`config.mk`:
```
export PLATFORM = sky130hd
export DESIGN_NAME = dmx_tick_gen_flat
export DESIGN_NICKNAME = d
export VERILOG_FILES = /design/src/rtl/dmx_tick_gen_if.sv /design/src/rtl/dmx_tick_gen.sv /design/src/flat_wrapper.sv
export SDC_FILE = /design/constraint.sdc
export NUM_CORES = 1
export LEC_CHECK = 0
export ABC_CLOCK_PERIOD_IN_PS = 3500
export CAP_MARGIN = 20
export CORE_AREA = 2 2 87 89
export CTS_BUF_LIST = sky130_fd_sc_hd__clkbuf_4 sky130_fd_sc_hd__clkbuf_8
export DETAILED_ROUTE_END_ITERATION = 10
export DIE_AREA = 0 0 89 91
export HOLD_SLACK_MARGIN = 0.05
export SKIP_CTS_REPAIR_TIMING = 1
export SYNTH_ARGS = -nofsm -noshare
export SYNTH_HDL_FRONTEND = slang
export SYNTH_SLANG_ARGS = --single-unit
export TNS_END_PERCENT = 5
```
`constraint.sdc`:
```
create_clock -name sysclk -period 3.5 [get_ports sysclk]
set_clock_uncertainty 0.2 [all_clocks]
set_input_delay 0.35 -clock sysclk [delete_from_list [all_inputs] [get_ports sysclk]]
set_output_delay 0.35 -clock sysclk [all_outputs]
set_load 0.1 [all_outputs]
```
`src/rtl/dmx_tick_gen_if.sv`:
```
// dmx_tick_gen_if: control and status bundle of the DMX timebase.
// The framer drives the controls and watches the strobes.
interface dmx_tick_gen_if #(
    parameter int WIDTH = 16
);
    logic             en;
    logic             oneshot;
    logic             start;
    logic [WIDTH-1:0] div;
    logic             div_load;
    logic             tick;
    logic             clk_out;
    logic             busy;
    logic             done;
    logic [WIDTH-1:0] count;

    modport master (
        output en, oneshot, start, div, div_load,
        input  tick, clk_out, busy, done, count
    );

    modport slave (
        input  en, oneshot, start, div, div_load,
        output tick, clk_out, busy, done, count
    );
endinterface

```
`src/rtl/dmx_tick_gen.sv`:
```
// dmx_tick_gen: programmable sysclk divider with tick, square wave
// and one-shot interval timing for the DMX transmit path.
module dmx_tick_gen #(
    parameter int WIDTH       = 16,
    parameter int DEFAULT_DIV = 199
) (
    input logic            sysclk,
    input logic            reset,
    dmx_tick_gen_if.slave  bus
);
    typedef enum logic {IDLE, RUN} state_t;

    localparam logic [WIDTH-1:0] DEF = WIDTH'(DEFAULT_DIV);

    state_t           state, state_n;
    logic [WIDTH-1:0] count_q, count_n;
    logic [WIDTH-1:0] div_q, div_q_n;
    logic [WIDTH-1:0] div_pend, div_pend_n;
    logic             pend_flag, pend_n;
    logic             tick_q, tick_n;
    logic             done_q, done_n;
    logic             clk_q, clk_n;
    logic             wrap;

    assign wrap        = (count_q == div_q);
    assign bus.tick    = tick_q;
    assign bus.done    = done_q;
    assign bus.clk_out = clk_q;
    assign bus.count   = count_q;
    assign bus.busy    = (state == RUN);

    // State, counter and divisor registers.
    always_ff @(posedge sysclk or negedge reset) begin
        if (!reset) begin
            state     <= IDLE;
            count_q   <= '0;
            div_q     <= DEF;
            div_pend  <= '0;
            pend_flag <= 1'b0;
            tick_q    <= 1'b0;
            done_q    <= 1'b0;
            clk_q     <= 1'b1;
        end else begin
            state     <= state_n;
            count_q   <= count_n;
            div_q     <= div_q_n;
            div_pend  <= div_pend_n;
            pend_flag <= pend_n;
            tick_q    <= tick_n;
            done_q    <= done_n;
            clk_q     <= clk_n;
        end
    end

    // Next-state, counter, divisor staging and strobe decode.
    always_comb begin
        state_n    = state;
        count_n    = count_q;
        div_q_n    = div_q;
        div_pend_n = div_pend;
        pend_n     = pend_flag;
        tick_n     = 1'b0;
        done_n     = 1'b0;
        clk_n      = clk_q;
        if (!bus.en) begin
            state_n = IDLE;
            count_n = '0;
        end else begin
            unique case (state)
                IDLE: begin
                    if (bus.div_load) begin
                        div_q_n = bus.div;
                        pend_n  = 1'b0;
                    end
                    if (!bus.oneshot || bus.start) begin
                        state_n = RUN;
                        count_n = '0;
                    end
                end
                RUN: begin
                    if (bus.start) begin
                        // Restart: no tick, but a boundary for staging.
                        count_n = '0;
                        if (wrap && pend_flag) begin
                            div_q_n = div_pend;
                            pend_n  = 1'b0;
                        end
                        if (bus.div_load) begin
                            div_q_n = bus.div;
                            pend_n  = 1'b0;
                        end
                    end else begin
                        if (bus.div_load) begin
                            div_pend_n = bus.div;
                            pend_n     = 1'b1;
                        end
                        if (wrap) begin
                            count_n = '0;
                            tick_n  = 1'b1;
                            clk_n   = ~clk_q;
                            if (pend_flag) begin
                                div_q_n = div_pend;
                                pend_n  = bus.div_load;
                            end
                            if (bus.oneshot) begin
                                done_n  = 1'b1;
                                state_n = IDLE;
                            end
                        end else begin
                            count_n = count_q + 1'b1;
                        end
                    end
                end
            endcase
        end
    end
endmodule

```
`src/flat_wrapper.sv`:
```
// flat-port wrapper written by rule: the top's interface ports become plain ports
module dmx_tick_gen_flat 
#(
    parameter int WIDTH       = 16,
    parameter int DEFAULT_DIV = 199
)
  (sysclk, reset, bus_en, bus_oneshot, bus_start, bus_div, bus_div_load, bus_tick, bus_clk_out, bus_busy, bus_done, bus_count);
  dmx_tick_gen_if #(.WIDTH(WIDTH)) bus_i ();
  input logic sysclk;
  input logic reset;
  input wire logic [$bits(bus_i.en)-1:0] bus_en;
  input wire logic [$bits(bus_i.oneshot)-1:0] bus_oneshot;
  input wire logic [$bits(bus_i.start)-1:0] bus_start;
  input wire logic [$bits(bus_i.div)-1:0] bus_div;
  input wire logic [$bits(bus_i.div_load)-1:0] bus_div_load;
  output wire logic [$bits(bus_i.tick)-1:0] bus_tick;
  output wire logic [$bits(bus_i.clk_out)-1:0] bus_clk_out;
  output wire logic [$bits(bus_i.busy)-1:0] bus_busy;
  output wire logic [$bits(bus_i.done)-1:0] bus_done;
  output wire logic [$bits(bus_i.count)-1:0] bus_count;
  assign bus_i.en = bus_en;
  assign bus_i.oneshot = bus_oneshot;
  assign bus_i.start = bus_start;
  assign bus_i.div = bus_div;
  assign bus_i.div_load = bus_div_load;
  assign bus_tick = bus_i.tick;
  assign bus_clk_out = bus_i.clk_out;
  assign bus_busy = bus_i.busy;
  assign bus_done = bus_i.done;
  assign bus_count = bus_i.count;
  dmx_tick_gen #(.WIDTH(WIDTH), .DEFAULT_DIV(DEFAULT_DIV)) u_core (.sysclk(sysclk), .reset(reset), .bus(bus_i));
endmodule
```
# Word level (Yosys, flattened, before mapping)
# Index checks and enable logic that the tools add are counted.
[totals]
ff_bits = 53
input_bits = 22
out_inout_bits = 20
word_cells = 60
[op_classes]
n_addsub = 1
eq_ne = 6
muxes = 35
n_bitwise = 3
reduce_logical = 7
[op_table]
columns = ["operator", "count"]
rows = [
  ["16-bit 2-to-1 mux", 10],
  ["16-bit case mux with 2 select lines", 2],
  ["1-bit 2-to-1 mux", 21],
  ["16-bit by 1-bit adder with 16-bit output (second input constant)", 1],
  ["16-bit == test", 1],
  ["4-bit AND reduction", 2],
  ["3-bit != test (second input constant)", 2],
  ["5-bit AND reduction", 1],
  ["4-bit != test (second input constant)", 1],
  ["1-bit case mux with 2 select lines", 2],
  ["3-bit by 2-bit != test with 1-bit output (second input constant)", 1],
  ["1-bit NOT", 3],
  ["3-bit AND reduction", 1],
  ["2-bit != test (second input constant)", 1],
  ["1-bit logical AND", 1],
  ["1-bit zero test", 1],
  ["1-bit logical OR", 1],
]

# Logic depth before layout (Yosys ltp)
[depth]
depth_word = 6
ltp_mapped = 8
ltp_nobuf = 6

# Least setup slack after synthesis
# Ideal clock, no wire load.
[synth_timing]
path_type = "reg2reg"
startpoint = "reg u_core.state (netlist: u_core.bus.busy)"
endpoint = "reg u_core.div_q[10]"
setup_time_ps = 125
t_arrival_ps = 2545
required_time_ps = 3175
setup_slack_ps = 630
path_stages_with_launch = 6
n_path_buf = 1
period_less_slack_ps = 2870
cell_sequence = "dfrtp_1 inv_1 a21oi_1 clkbuf_1 mux2_2 mux2_4"
[synth_via]
elab_chain_cells = 3
word_cells_on_any_way = 7
cone_classes = "4 x eq/ne; 1 x mux; 1 x bitwise; 1 x reduce/logical"
[synth_rtl]
columns = ["item", "line", "source"]
rows = [
  ["from (decl)", "dmx_tick_gen.sv:15", "state_t state, state_n;"],
  ["from (signal assigned)", "dmx_tick_gen.sv:44", "state <= state_n;"],
  ["1-bit NOT", "dmx_tick_gen.sv:69", "unique case (state)"],
  ["2-bit != test (no source line)", "--", ""],
  ["5-bit AND reduction (no source line)", "--", ""],
  ["to (signal assigned)", "dmx_tick_gen.sv:46", "div_q <= div_q_n;"],
  ["to (decl)", "dmx_tick_gen.sv:17", "logic [WIDTH-1:0] div_q, div_q_n;"],
]
# Parallel ways exist; a longest one is shown, timed or not.
# A chain may end at the register's enable or synchronous reset.

# Final worst setup path
[layout_timing]
startpoint = "reg u_core.count_q[8] (netlist: u_core.bus.count[8])"
endpoint = "out bus_count[8]"
[layout_lines]
columns = ["item", "line", "source"]
rows = [
  ["from (decl)", "dmx_tick_gen.sv:16", "logic [WIDTH-1:0] count_q, count_n;"],
  ["from (signal assigned)", "dmx_tick_gen.sv:45", "count_q <= count_n;"],
  ["to (decl)", "flat_wrapper.sv:20", "output wire logic [$bits(bus_i.count)-1:0] bus_count;"],
]
# No word-level cell between the ends.

==> metrics.txt <==
Clock Path Buffers=2; crit-path max FO=8; Yosys top cell by area=dfrtp_1; unrepaired setup endpoints after global routing=false; Post-Syn Nets=253; Synth warnings=0; fin worst setup slack=0.942 ns; global-route wire length before repair=9.69 mm; synth top area cells=dfrtp_1 (43%), mux2_2 (15%), dfstp_2 (5.7%); antenna violations before repair=0; total power=1.45 mW; final instance area=0.00334 mm2; CP arrival=2.01 ns; fin util=46.8%; Fin. Hold Viols=0; hold_ws=0.307 ns; Fill cells=667; most common cell in the netlist=dfrtp_1; dpl cell area=0.00324 mm2; die area=0.00810 mm2; worst relative slew slack=32.9%; minimum clock period=2.56 ns; asr flop ratio synth=100%; # setup viols final=0; Yosys cell types=45; largest net degree at the start of global routing=37; fin cells=371; Final period util=73.1%; Placed Cells=362; row count=31; sequential share of the synthesized area=48.2%; Core ar.=0.00714 mm2; FMAX=391 MHz; max_cap viols=0; P_leak=1.42 nW; dpl ws=0.951 ns; CTS Buf Count=5; PD cells=434 mW/mm2; First DRT Iteration DRCs=99; nets=294; I/O Buffers=41; average wire per standard cell=15.4 um; Final ANT Viol Nets=0; ys flop type=dfrtp_1; synth-to-layout area growth=20.8%; Critical-path top delay cell=clkdlybuf4s50_1; Mapped Area=0.00277 mm2; critical path cell sequence=clkdlybuf4s50_1; Post-Syn Instances=230; CP peak stage delay=1.19 ns; min-delay worst type=reg2reg; setup_tns=0 ns; crit path buf inv count=1; GRT Util Overall=15.4%; crit start category=flip-flop; Yosys top cell area share=42.5%; status=finished, final reports clean; vias per cell=5.10; share of post-route cells with drive strength above 1=28.3%; Pre-antenna DRT Iters=4; Synth Area per Inst=12.0 um2; CTS HTree Levels=2; vias in the first global route=1855; Slew Limit Fails=0; CP endpoint kind=primary output; WL final=5.71 mm; initial core utilization=38.8%; Clock Tree Root=clkbuf_8; DRC=0; CTS tree=yes; top post-synthesis cells by count=dfrtp_1 (47), mux2_2 (38), nand2_1 (18); grt total ovfl=0; die height=91 um; # IOs=42; Die X-Extent=89 um; CTS sink cnt=53; Yosys reg bits=53; EDFF count, synth=0; routability cong.=0.741; worst path required time=2.95 ns; delay-heaviest family, CP=buffers and inverters; critical path type=reg2out; DP HPWL=4.05 mm; Clock Latency Late Sink=0.31 ns; Worst-Margin Slew=1.00 ns; clock-pin slew on the worst setup and hold paths=0.10 ns; Vias=1891; diode count=0; VDD IR max=206 uV
metal layers:
layer	wire length (um)	up-vias	track usage, %
met4	91	0	5.22
met5	0	-	0
li1	-	916	-
met2	2680	44	23.2
met1	2720	923	22.2
met3	228	8	2.73
worst paths after layout:
kind | cells past startpoint | slack [ns] | to | startpoint
max | 1 | 0.94 | bus_count[8] | u_core.bus.count[8]
min | 1 | 0.31 | u_core.div_pend[3] | u_core.div_pend[3]
max reg2reg | 5 | 0.98 | u_core.div_q[12] | u_core.bus.count[9]
min reg2reg | 1 | 0.31 | u_core.div_pend[3] | u_core.div_pend[3]
max in group asynchronous | 3 | 1.81 | u_core.div_q[6] | reset
min in group asynchronous | 2 | 0.46 | u_core.div_pend[1] | reset
worst register-to-register path: cells and delay by family, from the launching register on:
kind / cells / cell delay [ns]
XOR/XNOR: 1 / 0.19
AO/OA/AOI/OAI: 1 / 0.57
flip-flops: 1 / 0.48
multiplexers: 1 / 0.41
AND/OR/NAND/NOR: 2 / 0.56
cell type report:
cell class,count,area (um2),share of cell area [%]
multi-input cells,160,1330,39.9
clock buffers,6,76.3,2.28
well taps,99,124,3.71
repair buffers,46,443,13.3
clock inverters,2,13.8,0.412
flip-flops and latches,53,1330,39.9
inverters,5,18.8,0.562
sequential cells by signal, indices dropped and copies added, names as in the netlist:
| signal | cells |
|---|---|
| u_core.bus.busy | 1 |
| u_core.bus.clk_out | 1 |
| u_core.bus.count | 16 |
| u_core.bus.done | 1 |
| u_core.bus.tick | 1 |
| u_core.div_pend | 16 |
| u_core.div_q | 16 |
| u_core.pend_flag | 1 |
layout by cell type, fill, tap and decap left out, types with 2 or more instances in the layout:
master / n
nand4_1: 6
nor3_1: 4
mux2_4: 10
mux2_2: 38
o21ai_0: 2
xor2_1: 17
dfstp_2: 6
nor2_1: 7
and3_1: 2
clkdlybuf4s50_1: 39
o22ai_1: 2
inv_1: 5
nand2_1: 18
o211ai_1: 3
dfrtp_1: 47
nand3_1: 10
a31o_2: 2
nor2b_1: 3
buf_4: 5
nor4_2: 3
clkbuf_8: 5
a22o_1: 4
a31oi_1: 5
o311ai_0: 3
a21oi_1: 2
and2_1: 3
kinds of logic after synthesis:
| family | Yosys count | share of synthesized area [%] |
|---|---|---|
| multiplexers | 48 | 20.9 |
| AO/OA/AOI/OAI | 31 | 8.68 |
| AND/OR/NAND/NOR | 63 | 12.7 |
| flip-flops | 53 | 48.2 |
| adder cells (fa/ha/maj) | 1 | 0.452 |
| buffers and inverters | 17 | 3.66 |
| XOR/XNOR | 17 | 5.38 |
power breakdown:
group	switching [mW]	leakage (nW)	internal [mW]
registers	0.0654	0.663	0.724
clock network	0.208	0.0490	0.151
logic	0.124	0.705	0.176
Note: power is estimated with default switching activity, not from simulation.
